## src/rtl/mac_requant.sv

```systemverilog
// mac_requant: accumulates signed partial sums over K passes, then bias, round-half-up,
// arithmetic shift, optional ReLU and int8 saturation behind a p stage and an output register.
module mac_requant #(
  parameter int CW = 16,
  parameter int AW = 24
) (
  input  logic                 clk,
  input  logic                 rst_n,
  input  logic signed [CW:0]   co_in,
  input  logic                 co_vld,
  input  logic                 co_last,
  output logic                 in_rdy,
  input  logic [4:0]           cfg_shift,
  input  logic signed [AW-1:0] cfg_bias,
  input  logic                 cfg_relu,
  output logic signed [7:0]    yo,
  output logic                 yo_sat,
  output logic                 yo_vld,
  input  logic                 yo_rdy
);
  logic signed [AW-1:0] r_acc, r_p_sum, w_ext, w_sum;
  logic                 r_open, r_p_vld, r_yo_vld, r_yo_sat;
  logic signed [7:0]    r_yo, w_yo;
  logic signed [AW+1:0] w_rnd, w_t, w_r, w_rr;
  logic                 w_acc, w_last, w_move, w_hi, w_lo;

  assign in_rdy = !r_p_vld || !r_yo_vld || yo_rdy;
  assign w_acc  = co_vld && in_rdy;
  assign w_last = w_acc && co_last;
  assign w_move = r_p_vld && (!r_yo_vld || yo_rdy);
  assign w_ext  = AW'(co_in);
  assign w_sum  = (r_open ? r_acc : '0) + w_ext;

  // Two guard bits keep p_sum + bias + rounding term exact before the shift.
  assign w_rnd = (cfg_shift == 5'd0) ? '0 : (AW+2)'(1) << (cfg_shift - 5'd1);
  assign w_t   = (AW+2)'(r_p_sum) + (AW+2)'(cfg_bias) + w_rnd;
  assign w_r   = w_t >>> cfg_shift;
  assign w_rr  = (cfg_relu && w_r[AW+1]) ? '0 : w_r;
  assign w_hi  = w_rr > (AW+2)'(127);
  assign w_lo  = w_rr < (AW+2)'(-128);
  assign w_yo  = w_hi ? 8'h7f : w_lo ? 8'h80 : w_rr[7:0];

  always_ff @(posedge clk or negedge rst_n) begin
    if (!rst_n) begin
      r_acc    <= '0;
      r_open   <= 1'b0;
      r_p_sum  <= '0;
      r_p_vld  <= 1'b0;
      r_yo     <= '0;
      r_yo_sat <= 1'b0;
      r_yo_vld <= 1'b0;
    end else begin
      if (w_acc) begin
        r_acc  <= co_last ? '0 : w_sum;
        r_open <= !co_last;
      end
      if (w_last) begin
        r_p_sum <= w_sum;
        r_p_vld <= 1'b1;
      end else if (w_move) begin
        r_p_vld <= 1'b0;
      end
      if (w_move) begin
        r_yo     <= w_yo;
        r_yo_sat <= w_hi || w_lo;
        r_yo_vld <= 1'b1;
      end else if (yo_rdy) begin
        r_yo_vld <= 1'b0;
      end
    end
  end

  assign yo     = r_yo;
  assign yo_sat = r_yo_sat;
  assign yo_vld = r_yo_vld;
endmodule

```

## config.mk

```make
export PLATFORM = sky130hd
export DESIGN_NAME = mac_requant
export DESIGN_NICKNAME = d
export VERILOG_FILES = /design/src/rtl/mac_requant.sv
export SDC_FILE = /design/constraint.sdc
export NUM_CORES = 1
export LEC_CHECK = 0
export BUFFER_PORTS_ARGS = -buffer_cell sky130_fd_sc_hd__buf_4
export CAP_MARGIN = 20
export CORE_MARGIN = 8
export CORE_UTILIZATION = 45
export CTS_BUF_LIST = sky130_fd_sc_hd__clkbuf_4 sky130_fd_sc_hd__clkbuf_8
export CTS_CLUSTER_DIAMETER = 60
export DETAILED_ROUTE_END_ITERATION = 7
export SYNTH_ARGS = -nofsm -noshare
export SYNTH_HDL_FRONTEND = slang
export SYNTH_SLANG_ARGS = --single-unit
```

## constraint.sdc

```tcl
create_clock -name clk -period 5.42 [get_ports clk]
set_clock_uncertainty 0.2 [all_clocks]
set_input_delay 0.813 -clock clk [delete_from_list [all_inputs] [get_ports clk]]
set_output_delay 0.813 -clock clk [all_outputs]
set_load 0.03 [all_outputs]
```

==> results of run 1 <==
==> logic make-up (layout without fill, tap and decap cells) <==
group | after synthesis | count (layout) | synth area share, %
AO/OA/AOI/OAI | 343 | 343 | 29.8
XOR/XNOR | 39 | 39 | 4.13
adder cells (fa/ha/maj) | 75 | 75 | 13.8
buffers and inverters | 135 | 464 | 6.53
flip-flops | 60 | 60 | 18.2
multiplexers | 46 | 46 | 7.00
AND/OR/NAND/NOR | 353 | 353 | 20.6
==> critical path: cells and delay by family <==
kind | cells | cell delay (ns)
AOI/OAI and AO/OA | 8 | 1.63
buffers and inverters | 8 | 1.16
and+or+nand+nor | 6 | 1.19
adders and majority gates | 2 | 0.76
==> area by class of cell <==
class | instances | area, sq um | area share (%)
clock inverters | 7 | 76.3 | 0.603
inverters | 78 | 315 | 2.49
flip-flops and latches | 60 | 1500 | 11.9
multi-input cells | 856 | 7380 | 58.3
clock buffers | 9 | 124 | 0.978
well taps | 229 | 287 | 2.26
repair buffers | 370 | 2980 | 23.5
==> power groups by stage <==
stage,sequential [mW],combinational (mW),clock (mW)
global placement,0.685,5.37,0
detailed placement,0.690,5.39,0
finish,0.685,6.59,0.435
floorplan,0.721,3.00,0
CTS,0.684,5.95,0.446
global route,0.704,7.04,0.463
==> synth_stat cells, types with 17 or more instances <==
master	n
nor2_1	97
nand2_1	91
inv_1	75
a21oi_1	72
dfrtp_1	60
o21ai_0	60
ha_1	48
nand3_1	39
and2_1	33
xnor2_1	32
clkbuf_1	30
fa_1	27
nor3_1	23
mux2_2	21
o211ai_1	20
a211oi_1	18
mux2i_1	17
==> flip-flops by register name (all words and copies together) (netlist names) <==
signal	cells
r_open	1
r_p_vld	1
yo_vld	1
yo_sat	1
yo	8
r_acc	24
r_p_sum	24
==> layer usage <==
metal | track usage [%] | routed length, microns
met5 | 0 | 0
met4 | 13.8 | 1560
met3 | 3.27 | 1710
met2 | 44.6 | 14900
met1 | 35.7 | 13900
==> path summary, 6_finish.rpt <==
check                             start     endpoint  slack, ns  cells past startpoint
max reg2reg                  r_p_sum[1]        yo[6]       0.43                     21
min in group asynchronous         rst_n  r_p_sum[23]       0.32                      1
min reg2reg                    r_acc[0]     r_acc[0]       0.28                      2
max                        cfg_shift[1]        yo[6]      -0.06                     24
min                            r_acc[0]     r_acc[0]       0.28                      2
max in group asynchronous         rst_n     r_acc[3]       4.15                      1
==> through the flow <==
stage | instances | hold WS [ns] | setup TNS, ns | instance area [sq um] | power, mW
2_1_floorplan | 1051 | 0.241 | -1.45 | 8510 | 3.72
3_3_place_gp | 1547 | 0.255 | -8.84 | 10900 | 6.05
3_5_place_dp | 1548 | 0.267 | -8.87 | 10900 | 6.08
4_1_cts | 1587 | 0.285 | -0.00643 | 12000 | 7.08
5_1_grt | 1609 | 0.309 | -1.10 | 12700 | 8.21
6_report | 1609 | 0.281 | -0.271 | 12700 | 7.71
==> timing repair <==
item / 4_1_cts / 5_1_grt
gates resized for setup: 150 / 100
buffers inserted: 24 / 22
hold buffers: 0 / 0
setup endpoints to repair: 8 / 8
pin swaps: 67 / 62
==> metrics.txt, run 1 <==
outcome finished, violations left; failing checks setup timing; post-synth cell types slightly above 90; dominant cell type by area after synthesis dfrtp_1; Die Y 152 microns; CP required around 5.5 ns; Row Count 49; count of final hold-check violations 0; Synth Warn # 0; Mean Syn Cell Area between 7 and 8 sq um; first-pass GRT wire length slightly below 50 mm; post-synthesis async set-or-reset flop share 100%; Post-synth EDFFs 0; Internal around 4.1 mW; clk sinks 60; Root Buffer clkbuf_8; Hold Crit Class reg2reg; FILL cells ~1500; Crit Path Class in2reg; TritonCTS clock tree yes; Cells after Synth ~1100; critical-path cell list buf_6 -> buf_8 -> nor2_4 -> buf_6 -> nand2_2 -> fa_1 -> inv_1 -> ha_4 -> nand4_1 -> or3_4 -> a211o_1 -> o31ai_2 -> buf_4 -> nor4_1 -> a2111oi_2 -> buf_4 -> a41oi_4 -> buf_4 -> a21oi_4 -> a21oi_1 -> or3_4 -> o41a_1 -> buf_4 -> o22ai_2; hpwl dp around 25 mm; max cap viols 0; vias between 9000 and 10000; pre-CTS setup slack -1.14 ns; sw frac 47.2%; Worst Path Arrival between 5 and 6 ns; setup ws final -0.0589 ns; Final Max Slew Viols 0; Synth top area share a little under a fifth; antenna viol nets, final 0; CP Max Fanout 9; GRT Total Usage approximately 28%; Avg WL per Cell slightly below 20 microns; CTS buffer count 9; drt first pass iters 5; core area 18000 sq um; sequential share of power 8.9%; fin crit share 101%; min Tclk post-route ~5.5 ns; measured slew at the worst slew-check pin between 0.8 and 0.9 ns; Via density a little under 6; Clock power frac 5.6%; Die W 152 microns; final core utilization 70.2%; Relative slew margins a little under half; fin nets around 1500; Cell Area, Synth roughly 8300 sq um; Area Overhead vs Synth 53.1%; antenna violations before repair 0; H-tree depth 3; pwr/cell area ~610 nW/um^2; Comb power frac 85.5%; RSZ-0062 raised after global routing true; sequential element share of the synthesized area around 18%; Post-Syn Nets approximately 1200; maximum vdd drop approximately 0.32 mV; largest net degree at the start of global routing 61; commonest non-fill, non-tap cell in the layout buf_4; Buffers on Ports slightly above 60; Max Root-Sink Buffers 2; most frequent cells in the layout buf_4 (332), nor2_1 (74), inv_1 (70), nand2_1 (70), dfrtp_1 (60); Psw 3.64 mW; CP max-delay cell fa_1; top cells by area, synth dfrtp_1 (18%), ha_1 (7.3%), fa_1 (6.5%); Seq cells post-synth 60; initial DRC count ~670; Diodes inserted 0; vias in the first global route around 9500; Fmax around 180 MHz; most used cell, CP buf_4; Slowest Stage Delay on Critical Path a little under 0.5 ns; IO Count 63; Post-Route WL around 32 mm; Worst-Skew Late Latency between 0.3 and 0.4 ns; drc violations 0; clock slew at reported path FFs about 0.08 ns; Final GP Congestion ~0.96; gr ovfl total 0; crit path launch type input pin; Leak about 5.6 nW; critical path endpoint category register; final setup fails 7; Initial Util between 40% and 50%; fraction of layout cells with a size suffix above 1 approximately 44%; Die ar. 23000 sq um; Top FF cell, synth dfrtp_1
Power figures use the tool's default switching activity.
==> run 2, diff against run 1 <==
--- a/config.mk
+++ b/config.mk
@@ -12,6 +12,8 @@
 export CTS_BUF_LIST = sky130_fd_sc_hd__clkbuf_4 sky130_fd_sc_hd__clkbuf_8
 export CTS_CLUSTER_DIAMETER = 60
 export DETAILED_ROUTE_END_ITERATION = 7
+export HOLD_SLACK_MARGIN = 0.03
+export RECOVER_POWER = 50
 export SYNTH_ARGS = -nofsm -noshare
 export SYNTH_HDL_FRONTEND = slang
 export SYNTH_SLANG_ARGS = --single-unit
==> run 2 against run 1 <==
The run ends with capacitance limit, slew limit, setup timing left. Largest cell class unchanged. Flip-flop and latch count unchanged. Die area is the same. Global-route usage did not move. Largest power group unchanged. Maximum frequency about the same. Cell count unchanged. Setup slack worse by 0.0035 ns.
==> metrics.txt, run 2 (same netlist as run 1, synthesis figures left out) <==
fin crit share 101% (about the same); multi-input logic area 7380 sq um (unchanged); IO Count 63 (unchanged); Avg WL per Cell 19.9 microns (about the same); Root Buffer clkbuf_8; Die Y 152 microns (unchanged); Setup TNS -0.296 ns (-0.0249 ns); Die W 152 microns (unchanged); antenna viol nets, final 0 (unchanged); Diodes inserted 0 (unchanged); max cap viols 1 (+1); pwr/cell area 609 nW/um^2 (about the same); most used cell, CP buf_4; initial DRC count 671 (+0.45%); largest net degree at the start of global routing 61 (unchanged); Fmax 182 MHz (about the same); critical path endpoint category register; H-tree depth 3 (unchanged); RR Startpoint r_p_sum[1]; FILL cells 1501 (+0.13%); RSZ-0062 raised after global routing true; TritonCTS clock tree yes; Slowest Stage Delay on Critical Path 0.49 ns (about the same); Crit Path Class in2reg; measured slew at the worst slew-check pin 3.33 ns (+2.51 ns); commonest non-fill, non-tap cell in the layout buf_4; final std cells w/o fill 1609 (unchanged); CTS buffer count 9 (unchanged); Hold Crit Class reg2reg; R2R Setup Slk 0.43 ns (about the same); failing checks capacitance limit, slew limit, setup timing; Worst Path Arrival 5.57 ns (about the same); gr ovfl total 0 (unchanged); Leak 5.58 nW (about the same); Final Max Slew Viols 61 (+61); Max Root-Sink Buffers 2 (unchanged); Buffers on Ports 62 (unchanged); most frequent cells in the layout buf_4 (330), nor2_1 (74), inv_1 (70), nand2_1 (70), dfrtp_1 (60); core area 18000 sq um (unchanged); Die ar. 23000 sq um (unchanged); Hold WS 0.281 ns (unchanged); Hold Crit Start r_acc[0]; vias in the first global route 9475 (unchanged); outcome finished, violations left; min Tclk post-route 5.48 ns (+0.00354 ns); Initial Util 45.9% (unchanged); drt first pass iters 6 (+1); CP required 5.51 ns (about the same); worst hold stages 2 (unchanged); hold_buf cts 0 (unchanged); Largest delay share family, worst path compound AO/OA/AOI/OAI gates; FF-to-FF path depth 21 (unchanged); setup ws final -0.0625 ns (-0.00354 ns); fraction of layout cells with a size suffix above 1 43.9% (-0.072 points); CP max-delay cell fa_1; fin nets 1502 (unchanged); total power 7.71 mW (about the same); clock slew at reported path FFs 0.08 ns (about the same); Area Overhead vs Synth 53.0% (about the same); register area 1500 sq um (unchanged); Hold Path End r_acc[0]; hpwl dp 24.8 mm (unchanged); crit path launch type input pin; Relative slew margins -122% (-170 points); Via density 5.95 (about the same); Post-Route WL 32.0 mm (about the same); drc violations 0 (unchanged); WP buf/inv 8 (unchanged); antenna violations before repair 0 (unchanged); final setup fails 7 (unchanged); Row Count 49 (unchanged); vias 9576 (-0.010%); first-pass GRT wire length 49.7 mm (unchanged); maximum vdd drop 0.316 mV (about the same); cell count after placement 1548 (unchanged); count of final hold-check violations 0 (unchanged); reg-to-reg endpoint yo[6]; Worst-Skew Late Latency 0.38 ns (about the same); Final GP Congestion 0.965 (unchanged); clk sinks 60 (unchanged); critical-path cell list buf_6 -> buf_8 -> nor2_4 -> buf_6 -> nand2_2 -> fa_1 -> inv_1 -> ha_4 -> nand4_1 -> or3_4 -> a211o_1 -> o31ai_2 -> buf_4 -> nor4_1 -> a2111oi_2 -> buf_4 -> a41oi_4 -> buf_4 -> a21oi_4 -> a21oi_1 -> or3_4 -> o41a_1 -> buf_4 -> o22ai_2; CP Max Fanout 9 (unchanged); GRT Total Usage 27.5% (unchanged)
-- run 2: cell types whose count changed in the layout (fill, tap and decap cells not counted) --
cell,before,now
clkbuf_1,0,1
clkbuf_4,0,1
buf_4,332,330
-- run 2: per-stage QoR --
| stage | setup slack [ns] | area, sq um | utilization [%] |
|---|---|---|---|
| after floorplan | -0.201 | 8510 | - |
| after global placement | -1.13 | 10900 | 60.5 |
| after detailed placement | -1.14 | 10900 | 60.5 |
| after CTS | -0.00362 | 12000 | 66.8 |
| after global routing | -0.164 | 12700 | 70.2 |
| final | -0.0625 | 12700 | 70.2 |
-- run 2: what timing repair did --
action	in CTS	in global routing
pin swaps	67	62
cloned	0	0
endpoints found under the setup margin	8	8
buffers inserted	24	22
resized for setup	150	100
-- run 2: per-layer routing --
layer | share of wire, % | vias up | wire (microns) | GRT usage (%)
met5 | 0 | - | 0 | 0
met1 | 43 | 4613 | 13900 | 35.7
met3 | 5.1 | 107 | 1650 | 3.27
met2 | 47 | 327 | 14900 | 44.6
li1 | - | 4529 | - | -
met4 | 4.8 | 0 | 1540 | 13.8
-- run 2: area by class of cell --
cell class / count / area share (%)
sequential: 60 / 11.9
multi-input combinational: 856 / 58.3
clock inverter: 7 / 0.603
tap: 229 / 2.26
timing repair buffer: 370 / 23.5
clock buffer: 9 / 0.979
inverter: 78 / 2.49
-- run 2: power by group --
part	total (mW)	switching, mW	internal [mW]
clock network	0.435	0.220	0.214
registers	0.685	0.0941	0.591
logic	6.59	3.33	3.27
total	7.71	3.64	4.07
-- run 2: how the worst max path moves through the flow --
stage | cells past startpoint | end | startpoint
after floorplan | 22 | yo[6] | cfg_shift[2]
after global placement | 22 | yo[6] | cfg_shift[0]
after detailed placement | 22 | yo[1] | cfg_shift[0]
after CTS | 21 | yo[2] | cfg_shift[4]
after global routing | 23 | yo[6] | cfg_shift[1]
final | 24 | yo[6] | cfg_shift[1]
-- run 2: worst reg2reg max path, stage by stage (launching register included) --
cell	delay [ns]
dfrtp_1	0.36
inv_1	0.08
fa_1	0.52
inv_1	0.05
ha_2	0.18
buf_4	0.15
a211oi_4	0.28
o21ai_2	0.13
buf_6	0.14
a221oi_4	0.28
buf_4	0.17
buf_4	0.11
xnor2_1	0.08
mux4_2	0.45
and2_1	0.18
a311oi_2	0.28
a221o_1	0.20
a21oi_1	0.05
o41a_1	0.46
a211oi_4	0.28
buf_4	0.16
o22ai_2	0.08
